<file path="src/rtl/imm_pkg.sv">
// Shared types and constants for the immediate-decode stage.
//   imm_type_e   : immediate format classification (3-bit encoding)
//   OPC_*        : RV base opcodes recognised by the decoder
//   is_shift_f3  : funct3 values that select the shift-amount form of OP-IMM
package imm_pkg;

  typedef enum logic [2:0] {
    IMM_NONE  = 3'd0,
    IMM_I     = 3'd1,
    IMM_S     = 3'd2,
    IMM_B     = 3'd3,
    IMM_U     = 3'd4,
    IMM_J     = 3'd5,
    IMM_Z     = 3'd6,
    IMM_SHAMT = 3'd7
  } imm_type_e;

  localparam logic [6:0] OPC_OP_IMM = 7'b0010011;
  localparam logic [6:0] OPC_LOAD   = 7'b0000011;
  localparam logic [6:0] OPC_JALR   = 7'b1100111;
  localparam logic [6:0] OPC_STORE  = 7'b0100011;
  localparam logic [6:0] OPC_BRANCH = 7'b1100011;
  localparam logic [6:0] OPC_LUI    = 7'b0110111;
  localparam logic [6:0] OPC_AUIPC  = 7'b0010111;
  localparam logic [6:0] OPC_JAL    = 7'b1101111;
  localparam logic [6:0] OPC_SYSTEM = 7'b1110011;
  localparam logic [6:0] OPC_OP     = 7'b0110011;
  localparam logic [6:0] OPC_FENCE  = 7'b0001111;

  // SLLI (001) and SRLI/SRAI (101) carry a shift amount instead of an I-immediate.
  function automatic logic is_shift_f3(input logic [2:0] f3);
    return (f3 == 3'b001) || (f3 == 3'b101);
  endfunction

endpackage

</file>
<file path="src/rtl/imm_decode_stage_if.sv">
// Handshake bundle of the immediate-decode stage.
//   flush                          : discard all buffered entries
//   in_valid/in_ready/in_inst/in_pc: upstream (fetch) side
//   out_valid/out_ready/out_*      : downstream (register-read) side
// master = the environment around the stage, slave = the stage itself.
interface imm_decode_stage_if #(
  parameter int XLEN = 32
);
  import imm_pkg::*;

  logic            flush;
  logic            in_valid;
  logic            in_ready;
  logic [31:0]     in_inst;
  logic [XLEN-1:0] in_pc;
  logic            out_valid;
  logic            out_ready;
  logic [31:0]     out_inst;
  logic [XLEN-1:0] out_pc;
  logic [XLEN-1:0] out_imm;
  imm_type_e       out_imm_type;
  logic            out_illegal;

  modport master (
    output flush, in_valid, in_inst, in_pc, out_ready,
    input  in_ready, out_valid, out_inst, out_pc, out_imm, out_imm_type, out_illegal
  );

  modport slave (
    input  flush, in_valid, in_inst, in_pc, out_ready,
    output in_ready, out_valid, out_inst, out_pc, out_imm, out_imm_type, out_illegal
  );

endinterface

</file>
<file path="src/rtl/imm_extract.sv">
// Combinational immediate extractor.
//   inst     : 32-bit instruction word
//   imm      : sign- or zero-extended immediate, XLEN bits
//   imm_type : format classification
//   illegal  : unsupported opcode, or shift amount out of range for XLEN
module imm_extract
  import imm_pkg::*;
#(
  parameter int XLEN    = 32,
  parameter bit EN_ZIMM = 1'b1
) (
  input  logic [31:0]     inst,
  output logic [XLEN-1:0] imm,
  output imm_type_e       imm_type,
  output logic            illegal
);

  logic [6:0] opcode;
  logic [2:0] funct3;

  assign opcode = inst[6:0];
  assign funct3 = inst[14:12];

  // Sign extension relies on the width cast of a $signed operand.
  always_comb begin
    imm      = '0;
    imm_type = IMM_NONE;
    illegal  = 1'b0;
    case (opcode)
      OPC_OP_IMM, OPC_LOAD, OPC_JALR: begin
        if ((opcode == OPC_OP_IMM) && is_shift_f3(funct3)) begin
          imm_type = IMM_SHAMT;
          if (XLEN == 64) begin
            imm = XLEN'(inst[25:20]);
          end else begin
            imm     = XLEN'(inst[24:20]);
            illegal = inst[25];
          end
        end else begin
          imm_type = IMM_I;
          imm      = XLEN'($signed(inst[31:20]));
        end
      end
      OPC_STORE: begin
        imm_type = IMM_S;
        imm      = XLEN'($signed({inst[31:25], inst[11:7]}));
      end
      OPC_BRANCH: begin
        imm_type = IMM_B;
        imm      = XLEN'($signed({inst[31], inst[7], inst[30:25], inst[11:8], 1'b0}));
      end
      OPC_LUI, OPC_AUIPC: begin
        imm_type = IMM_U;
        imm      = XLEN'($signed({inst[31:12], 12'b0}));
      end
      OPC_JAL: begin
        imm_type = IMM_J;
        imm      = XLEN'($signed({inst[31], inst[19:12], inst[20], inst[30:21], 1'b0}));
      end
      OPC_SYSTEM: begin
        // CSRRWI/CSRRSI/CSRRCI carry a 5-bit unsigned zimm in the rs1 field.
        if (EN_ZIMM && funct3[2]) begin
          imm_type = IMM_Z;
          imm      = XLEN'(inst[19:15]);
        end
      end
      OPC_OP, OPC_FENCE: begin
        imm_type = IMM_NONE;
      end
      default: begin
        illegal = 1'b1;
      end
    endcase
  end

endmodule

</file>
<file path="src/rtl/imm_decode_stage.sv">
// Registered immediate-decode pipeline stage with a 2-entry skid buffer.
//   clk  : clock, rising edge
//   rst  : asynchronous active-high reset
//   bus  : imm_decode_stage_if.slave
//          in_*  : instruction + PC from fetch (valid/ready)
//          out_* : registered instruction, PC, immediate, type, illegal flag
//          flush : drops everything buffered and the input of that cycle
// in_ready is the inverse of the skid valid bit, so it is a flop output with
// no combinational path from out_ready.
module imm_decode_stage
  import imm_pkg::*;
#(
  parameter int XLEN    = 32,
  parameter bit EN_ZIMM = 1'b1
) (
  input logic               clk,
  input logic               rst,
  imm_decode_stage_if.slave bus
);

  if ((XLEN != 32) && (XLEN != 64)) begin : g_bad_xlen
    $error("imm_decode_stage: XLEN must be 32 or 64");
  end

  typedef struct packed {
    logic [31:0]     inst;
    logic [XLEN-1:0] pc;
    logic [XLEN-1:0] imm;
    imm_type_e       imm_type;
    logic            illegal;
  } dec_entry_t;

  logic [XLEN-1:0] ext_imm;
  imm_type_e       ext_type;
  logic            ext_illegal;
  dec_entry_t      dec_in;

  dec_entry_t main_q, main_d;
  dec_entry_t skid_q, skid_d;
  logic       main_vld_q, main_vld_d;
  logic       skid_vld_q, skid_vld_d;
  logic       accept;
  logic       consume;

  imm_extract #(
    .XLEN    (XLEN),
    .EN_ZIMM (EN_ZIMM)
  ) u_extract (
    .inst     (bus.in_inst),
    .imm      (ext_imm),
    .imm_type (ext_type),
    .illegal  (ext_illegal)
  );

  always_comb begin
    dec_in          = '0;
    dec_in.inst     = bus.in_inst;
    dec_in.pc       = bus.in_pc;
    dec_in.imm      = ext_imm;
    dec_in.imm_type = ext_type;
    dec_in.illegal  = ext_illegal;
  end

  assign accept  = bus.in_valid && !skid_vld_q;
  assign consume = main_vld_q && bus.out_ready;

  // accept and a valid skid entry are mutually exclusive, so the skid can
  // never be overwritten while it is being promoted to main.
  always_comb begin
    main_d     = main_q;
    skid_d     = skid_q;
    main_vld_d = main_vld_q;
    skid_vld_d = skid_vld_q;
    if (bus.flush) begin
      main_vld_d = 1'b0;
      skid_vld_d = 1'b0;
    end else if (consume) begin
      if (skid_vld_q) begin
        main_d     = skid_q;
        skid_vld_d = 1'b0;
      end else if (accept) begin
        main_d = dec_in;
      end else begin
        main_vld_d = 1'b0;
      end
    end else if (accept) begin
      if (main_vld_q) begin
        skid_d     = dec_in;
        skid_vld_d = 1'b1;
      end else begin
        main_d     = dec_in;
        main_vld_d = 1'b1;
      end
    end
  end

  always_ff @(posedge clk or posedge rst) begin
    if (rst) begin
      main_q     <= '0;
      skid_q     <= '0;
      main_vld_q <= 1'b0;
      skid_vld_q <= 1'b0;
    end else begin
      main_q     <= main_d;
      skid_q     <= skid_d;
      main_vld_q <= main_vld_d;
      skid_vld_q <= skid_vld_d;
    end
  end

  assign bus.in_ready     = !skid_vld_q;
  assign bus.out_valid    = main_vld_q;
  assign bus.out_inst     = main_q.inst;
  assign bus.out_pc       = main_q.pc;
  assign bus.out_imm      = main_q.imm;
  assign bus.out_imm_type = main_q.imm_type;
  assign bus.out_illegal  = main_q.illegal;

endmodule
</file>
<file path="src/flat_wrapper.sv">
// flat-port wrapper written by rule: the top's interface ports become plain ports
module imm_decode_stage_flat import imm_pkg::*;
#(
  parameter int XLEN    = 32,
  parameter bit EN_ZIMM = 1'b1
)
  (clk, rst, bus_flush, bus_in_valid, bus_in_inst, bus_in_pc, bus_out_ready, bus_in_ready, bus_out_valid, bus_out_inst, bus_out_pc, bus_out_imm, bus_out_imm_type, bus_out_illegal);
  imm_decode_stage_if #(.XLEN(XLEN)) bus_i ();
  input logic clk;
  input logic rst;
  input wire logic [$bits(bus_i.flush)-1:0] bus_flush;
  input wire logic [$bits(bus_i.in_valid)-1:0] bus_in_valid;
  input wire logic [$bits(bus_i.in_inst)-1:0] bus_in_inst;
  input wire logic [$bits(bus_i.in_pc)-1:0] bus_in_pc;
  input wire logic [$bits(bus_i.out_ready)-1:0] bus_out_ready;
  output wire logic [$bits(bus_i.in_ready)-1:0] bus_in_ready;
  output wire logic [$bits(bus_i.out_valid)-1:0] bus_out_valid;
  output wire logic [$bits(bus_i.out_inst)-1:0] bus_out_inst;
  output wire logic [$bits(bus_i.out_pc)-1:0] bus_out_pc;
  output wire logic [$bits(bus_i.out_imm)-1:0] bus_out_imm;
  output wire logic [$bits(bus_i.out_imm_type)-1:0] bus_out_imm_type;
  output wire logic [$bits(bus_i.out_illegal)-1:0] bus_out_illegal;
  assign bus_i.flush = bus_flush;
  assign bus_i.in_valid = bus_in_valid;
  assign bus_i.in_inst = bus_in_inst;
  assign bus_i.in_pc = bus_in_pc;
  assign bus_i.out_ready = bus_out_ready;
  assign bus_in_ready = bus_i.in_ready;
  assign bus_out_valid = bus_i.out_valid;
  assign bus_out_inst = bus_i.out_inst;
  assign bus_out_pc = bus_i.out_pc;
  assign bus_out_imm = bus_i.out_imm;
  assign bus_out_imm_type = bus_i.out_imm_type;
  assign bus_out_illegal = bus_i.out_illegal;
  imm_decode_stage #(.XLEN(XLEN), .EN_ZIMM(EN_ZIMM)) u_core (.clk(clk), .rst(rst), .bus(bus_i));
endmodule
</file>
<file path="config.mk">
export PLATFORM = sky130hd
export DESIGN_NAME = imm_decode_stage_flat
export DESIGN_NICKNAME = d
export VERILOG_FILES = /design/src/rtl/imm_pkg.sv /design/src/rtl/imm_decode_stage_if.sv /design/src/rtl/imm_extract.sv /design/src/rtl/imm_decode_stage.sv /design/src/flat_wrapper.sv
export SDC_FILE = /design/constraint.sdc
export NUM_CORES = 1
export LEC_CHECK = 0
export ABC_CLOCK_PERIOD_IN_PS = 7500
export CORE_ASPECT_RATIO = 1.75
export CORE_UTILIZATION = 54
export CTS_BUF_LIST = sky130_fd_sc_hd__clkbuf_8
export DETAILED_ROUTE_END_ITERATION = 12
export PLACE_DENSITY = 0.78
export SLEW_MARGIN = 20
export SYNTH_ARGS = -nofsm -noshare
export SYNTH_HDL_FRONTEND = slang
export SYNTH_SLANG_ARGS = --single-unit
</file>
<file path="constraint.sdc">
create_clock -name clk -period 7.5 [get_ports clk]
set_input_delay 1.5 -clock clk [delete_from_list [all_inputs] [get_ports clk]]
set_output_delay 1.5 -clock clk [all_outputs]
set_load 0.005 [all_outputs]
</file>
==> key figures, run 1 <==
Run status
  – Status: finished clean

Place
  – Pre-CTS setup slack: 3.37 ns
  – DP Area: 10700 um^2
  – RD Place Congestion: 0.889
  – Input/output buffers: 170
  – Post-DP HPWL: 15.0 mm

Routing
  – Vias: 7605
  – DR pass1 iterations: 5
  – DRT Wirelength: 22.9 mm
  – Antenna viol nets, final: 0
  – Iteration-0 DRC Markers: 480
  – Vias/cell: 5.52
  – DRC viols: 0
  – Routed length per instance: 16.6 um

Synthesis
  – Post-synth top area share: 0.558
  – Seq/Total Area, Yosys: 0.558
  – Avg Cell Area, Syn: 9.04 um^2
  – Mapped Area: 9070 um^2
  – Yosys warns: 0
  – Yosys cell types: 53
  – Number of enable flip-flop cells after synthesis: 0
  – Mapped Nets: 1072
  – Flops & latches, synth: 202
  – Ys flop type: dfrtp_1
  – Most frequent cell after synthesis: nand2_1
  – Area leader, netlist: dfrtp_1
  – Post-Syn Instances: 1003
  – Area contributors post-synth: dfrtp_1 56%, nand2_1 13%, a31oi_1 7.2%, nor2_1 4.1%, mux2i_1 2.4%
  – Post-synth ARST share: 1.00
  – Most instantiated cells after synthesis: 325 x nand2_1, 202 x dfrtp_1, 105 x a31oi_1

GRT
  – Initial antenna violation count: 0
  – Vias in the first global route: 7481
  – Largest net degree at the start of global routing: 132
  – GR Overflow Total: 0
  – GRT Total Usage: 0.272
  – Global-route wire length before repair: 37.6 mm

STA
  – Clock skew: 0.0155 ns
  – Worst rel slew slack: 0.363
  – Period minus WS final: 3.62 ns
  – Achievable Freq: 276 MHz
  – Hold_ws: 0.473 ns
  – Worst slew pin tran: 0.955 ns
  – Final period util: 0.483
  – Final setup viols: 0
  – Max-slew violation count: 0
  – Final setup margin: 3.88 ns
  – Final count of hold timing violations: 0
  – Setup TNS: 0 ns
  – RSZ-0062 raised after global routing: false

Worst setup path
  – CP endpoint kind: register
  – Worst Setup Path Type: primary input to register
  – Critical Path Source Type: primary input
  – Worst-path fanout max: 22
  – Crit path DAT: 4.00 ns
  – WP data required: 7.87 ns

Floorplan
  – Die Area: 17300 um^2
  – Initial Util: 0.551
  – I/O Pins: 171
  – Die width: 100 um
  – CORE AREA: 16400 um^2
  – Num rows: 62
  – Chip height: 173 um

Finish
  – Ratio of cells with drive above 1 in the final layout: 0.0529
  – N_diodes: 0
  – Area Overhead vs Synth: 24.5%
  – FILL cells: 1348
  – Final instance area: 11300 um^2
  – Final-stage net count: 1205
  – Register area: 5050 um^2
  – Multi-input gate area: 3560 um^2

CTS
  – Post-CTS Setup Inserts: 0
  – Htree depth: 1
  – Clock Path Buffers: 3
  – Worst-path clk slew: 0.06 ns
  – Post-cts sizing count: 0
  – CTS Root Cell: clkbuf_8
  – CTS tree: built
  – CTS Buf Count: 29
  – CTS Sinks: 202
  – Worst-skew pair later-pin latency: 0.55 ns
  – Hold Buf Count CTS: 0

Power
  – Psw: 776 uW
  – Clock power frac: 0.289
  – Lkg Pwr: 4.98 nW
  – Reg power frac: 0.504
  – Switch share: 0.274
  – Internal power: 2.05 mW
  – Peak VDD IR: 0.000154 V
  – Pwr Density: 251 nW/um^2
  – Combinational Power Share: 0.207
  – Design Power: 2.83 mW

Worst hold path
  – Class of the worst hold path: register to register

Job
  – Max Cap Viol: 0
==> area by class of cell <==
type | count | share of cell area
Sequential cell | 202 | 0.448
Multi-Input combinational cell | 709 | 0.315
Timing Repair Buffer | 179 | 0.159
Clock buffer | 35 | 0.0427
Tap cell | 224 | 0.0248
Inverter | 15 | 0.00565
Clock inverter | 14 | 0.00499
==> through the flow <==
step | utilization | std cells
final | 0.686 | 1378
after global routing | 0.686 | 1378
after CTS | 0.684 | 1377
after detailed placement | 0.652 | 1328
after global placement | 0.652 | 1328
after floorplan | - | 1003
==> final timing paths <==
check / slack, ns / start / cells after the start / endpoint
setup / recovery: 3.88 / bus_in_inst[4] / 5 / u_core.bus.out_imm[22]
hold / removal: 0.47 / u_core.skid_q[2] / 2 / u_core.skid_q[2]
setup reg to reg: 5.01 / u_core.bus.out_valid / 5 / u_core.bus.out_imm[1]
hold reg to reg: 0.47 / u_core.skid_q[2] / 2 / u_core.skid_q[2]
max in group asynchronous: 4.48 / rst / 3 / u_core.bus.out_inst[1]
min in group asynchronous: 1.54 / rst / 2 / u_core.bus.out_inst[28]
==> metal layers <==
| metal | global-route usage | vias to the layer above | share of wire |
|---|---|---|---|
| met5 | 0 | - | 0 |
| met4 | 0.113 | 0 | 0.036 |
| met3 | 0.0315 | 65 | 0.044 |
| met2 | 0.487 | 226 | 0.53 |
| met1 | 0.325 | 3671 | 0.39 |
| li1 | - | 3643 | - |
==> kinds of logic (layout without fill, tap and decap cells) <==
family,count (synthesis),in the layout,synth area share
buffers and inverters,92,243,0.0537
and+or+nand+nor,488,488,0.223
muxes,22,22,0.0243
AOI/OAI and AO/OA,198,198,0.140
DFF,202,202,0.558
xor gates and xnor gates,1,1,0.000966
==> power by group through the flow <==
stage          Clock (mW)  Combinational [mW]  Sequential (mW)
5_1_grt             0.881               0.655             1.45
2_1_floorplan           0               0.279             1.43
3_3_place_gp            0               0.576             1.44
6_report            0.817               0.587             1.43
3_5_place_dp            0               0.592             1.44
4_1_cts             0.832               0.594             1.43
==> critical path, cell delays in order <==
cell,delay (ns)
clkdlybuf4s50_1,0.96
nand3b_1,0.22
and3_1,0.34
o21ai_2,0.76
a31oi_1,0.20
==> state kept, by name (all words and copies together), names as in the netlist <==
signal	cells
u_core.bus.out_illegal	1
u_core.bus.out_inst	32
u_core.bus.out_imm	32
u_core.bus.out_valid	1
u_core.bus.out_pc	32
u_core.skid_vld_q	1
u_core.skid_q	100
u_core.bus.out_imm_type	3
==> layout by cell type (no fill, tap or decap), types with 2 or more instances in the layout <==
cell,instances
nand2b_1,26
a22oi_1,4
o21a_1,2
nor2_1,99
and3_1,2
o22ai_1,7
inv_1,25
nand3_1,7
nor4_1,2
clkinv_2,3
nand2_1,325
buf_4,8
a22o_1,7
and4b_1,2
nor2b_1,2
a32o_1,3
o21ai_1,2
clkdlybuf4s50_1,170
a211oi_1,2
a31oi_1,105
o211ai_1,8
and2_1,3
dfrtp_1,202
mux2i_1,22
nand3b_1,2
clkbuf_8,35
a21oi_1,12
o21ai_0,34
nand4_1,6
Power figures use the tool's default switching activity.
==> run 2: changes to the inputs <==
Settings changed: ABC_CLOCK_PERIOD_IN_PS 7500 to 3600.
Clock period 7.5 ns to 3.6 ns, I/O delays scaled along.
==> run 2 against run 1 <==
Effect of this change:
- die area unchanged
- first-iteration DRC count decreased by 14%
- clock-buffer cell count decreased by 1
- global-route usage grew 0.056 points
- setup slack got worse by 2.9 ns
- clock power increased by 130%
- clock skew decreased by 0.0045 ns
- design area up 1.7%
- final cell count increased by 1.3%
- largest cell class unchanged
- sequential power up 110%
- highest routed layer unchanged
==> key figures, run 2 (synthesis gave the netlist of run 1 again) <==
Floorplan
  – Initial Util: 0.551 (unchanged)
  – Die width: 100 um (unchanged)
  – Die Area: 17300 um^2 (unchanged)
  – CORE AREA: 16400 um^2 (unchanged)
  – I/O Pins: 171 (unchanged)
  – Num rows: 62 (unchanged)
  – Chip height: 173 um (unchanged)

Worst setup path
  – WP data required: 3.99 ns (-3.88 ns)
  – Worst Setup Path Type: primary input to register
  – CP endpoint kind: register
  – Critical Path Source Type: primary input
  – Reg-to-Reg Start: u_core.bus.out_valid
  – Crit path DAT: 2.97 ns (-1.03 ns)
  – Flop2flop setup slack: 1.56 ns (-3.45 ns)
  – Worst-path fanout max: 22 (unchanged)
  – Register-to-Register Path Depth: 5 (unchanged)
  – Worst r2r dst: u_core.bus.out_imm[1]

Power
  – Lkg Pwr: 5.07 nW (+1.9%)
  – Clock power frac: 0.311 (+0.022)
  – Combinational Power Share: 0.201 (-0.006)
  – Internal power: 4.43 mW (+120%)
  – Switch share: 0.273 (-0.00117)
  – Pwr Density: 531 nW/um^2 (+110%)
  – Reg power frac: 0.487 (-0.017)
  – Peak VDD IR: 0.000336 V (+120%)
  – Psw: 1.66 mW (+110%)

CTS
  – CTS Sinks: 202 (unchanged)
  – Hold Buf Count CTS: 0 (unchanged)
  – CTS tree: built
  – CTS Buf Count: 30 (+3.4%)
  – Worst-skew pair later-pin latency: 0.56 ns (about the same)
  – Post-CTS Setup Inserts: 0 (unchanged)
  – Htree depth: 1 (unchanged)
  – Worst-path clk slew: 0.07 ns (about the same)
  – CTS Root Cell: clkbuf_8
  – Clock Path Buffers: 3 (unchanged)
  – Post-cts sizing count: 0 (unchanged)

STA
  – Clock skew: 0.0110 ns (-0.00447 ns)
  – Final setup viols: 0 (unchanged)
  – Setup TNS: 0 ns (unchanged)
  – Hold_ws: 0.447 ns (-0.0264 ns)
  – RSZ-0062 raised after global routing: false
  – Worst rel slew slack: 0.392 (+0.0289)
  – Max-slew violation count: 0 (unchanged)
  – Period minus WS final: 2.58 ns
  – Worst slew pin tran: 0.912 ns (-0.0434 ns)
  – Achievable Freq: 388 MHz
  – Final period util: 0.716
  – Final count of hold timing violations: 0 (unchanged)

Routing
  – DR pass1 iterations: 5 (unchanged)
  – DRT Wirelength: 22.9 mm (+0.14%)
  – Antenna viol nets, final: 0 (unchanged)
  – Vias/cell: 5.49 (-0.51%)
  – Routed length per instance: 16.4 um (-1.1%)
  – Vias: 7665 (+0.79%)
  – DRC viols: 0 (unchanged)
  – Iteration-0 DRC Markers: 412 (-14%)

Finish
  – N_diodes: 0 (unchanged)
  – Most common cell after layout, fill and taps aside: nand2_1
  – Non-Filler Instances: 1396 (+1.3%)
  – Reg with most FFs: u_core.skid_q
  – Max FFs per register: 100 (unchanged)
  – Final-stage net count: 1219 (+1.2%)
  – Area Overhead vs Synth: 26.5%
  – Most frequent cells in the layout: 325 x nand2_1, 202 x dfrtp_1, 170 x clkdlybuf4s50_1, 105 x a31oi_1, 99 x nor2_1
  – Ratio of cells with drive above 1 in the final layout: 0.0700 (+0.0171)

Place
  – Placed cells: 1342 (+1.1%)
  – RD Place Congestion: 0.853 (-4.1%)
  – Input/output buffers: 170 (unchanged)
  – Post-DP HPWL: 15.5 mm (+3.4%)

GRT
  – GR Overflow Total: 0 (unchanged)
  – Vias in the first global route: 7448 (-0.44%)
  – Global-route wire length before repair: 37.6 mm (about the same)
  – Initial antenna violation count: 0 (unchanged)
  – GRT Total Usage: 0.272 (+0.000557)
  – Largest net degree at the start of global routing: 100 (-24%)

Run status
  – Status: finished clean

Worst hold path
  – Class of the worst hold path: primary input to async pin

Job
  – Max Cap Viol: 0 (unchanged)
[run 2: cell count changes in the layout (fill, tap and decap cells not counted)]
cell | previous run | this run
buf_12 | 0 | 3
inv_6 | 0 | 1
inv_1 | 25 | 22
buf_16 | 1 | 0
clkbuf_8 | 35 | 34
inv_8 | 1 | 0
buf_4 | 8 | 19
clkinvlp_4 | 0 | 2
bufinv_16 | 0 | 2
clkinv_2 | 3 | 8
[run 2: worst max-delay path by stage]
stage	start	end	slack [ns]	cells past startpoint
6_report	bus_in_inst[2]	u_core.skid_q[25]	1.02	5
5_1_grt	bus_in_inst[2]	u_core.bus.out_imm[29]	0.94	5
4_1_cts	bus_in_inst[2]	u_core.bus.out_imm[29]	1.08	5
3_5_place_dp	bus_in_inst[2]	u_core.skid_q[25]	0.48	5
3_3_place_gp	bus_in_inst[2]	u_core.skid_q[26]	0.56	5
2_1_floorplan	rst	u_core.bus.out_illegal	0.26	1
[run 2: power groups by stage]
| stage | Sequential [mW] | Clock, mW | Combinational, mW |
|---|---|---|---|
| 2_1_floorplan | 2.98 | 0 | 0.582 |
| 3_3_place_gp | 2.99 | 0 | 1.21 |
| 3_5_place_dp | 3.00 | 0 | 1.24 |
| 4_1_cts | 2.97 | 1.94 | 1.24 |
| 5_1_grt | 3.02 | 2.04 | 1.37 |
| 6_report | 2.97 | 1.90 | 1.23 |
[run 2: through the flow]
step                power [mW]  worst slack (ns)  utilization  cell area, um^2
detailed placement        4.24             0.481        0.660            10900
global placement          4.20             0.563        0.660            10900
floorplan                 3.56             0.264            -             9070
global route              6.42             0.945        0.698            11500
finish                    6.10              1.02        0.698            11500
CTS                       6.15              1.08        0.698            11500
[run 2: metal layers]
layer	GRT usage	routed length, um	vias to the layer above
met5	0	0	-
li1	-	-	3672
met2	0.487	12000	259
met1	0.330	8980	3682
met3	0.0286	1060	52
met4	0.110	836	0
[run 2: layout make-up]
cell class / count / area [um^2]
flip-flops and latches: 202 / 5050
clock inverters: 20 / 146
well taps: 224 / 280
repair buffers: 192 / 1900
fillers: 1335 / 4970
inverters: 15 / 60.1
clock buffers: 34 / 468
multi-input cells: 709 / 3560
[run 2: critical path, stage by stage]
cell and delay [ns]:
clkdlybuf4s50_1 0.73, and4bb_4 0.33, and3_1 0.25, o21ai_2 0.74, a31oi_1 0.19
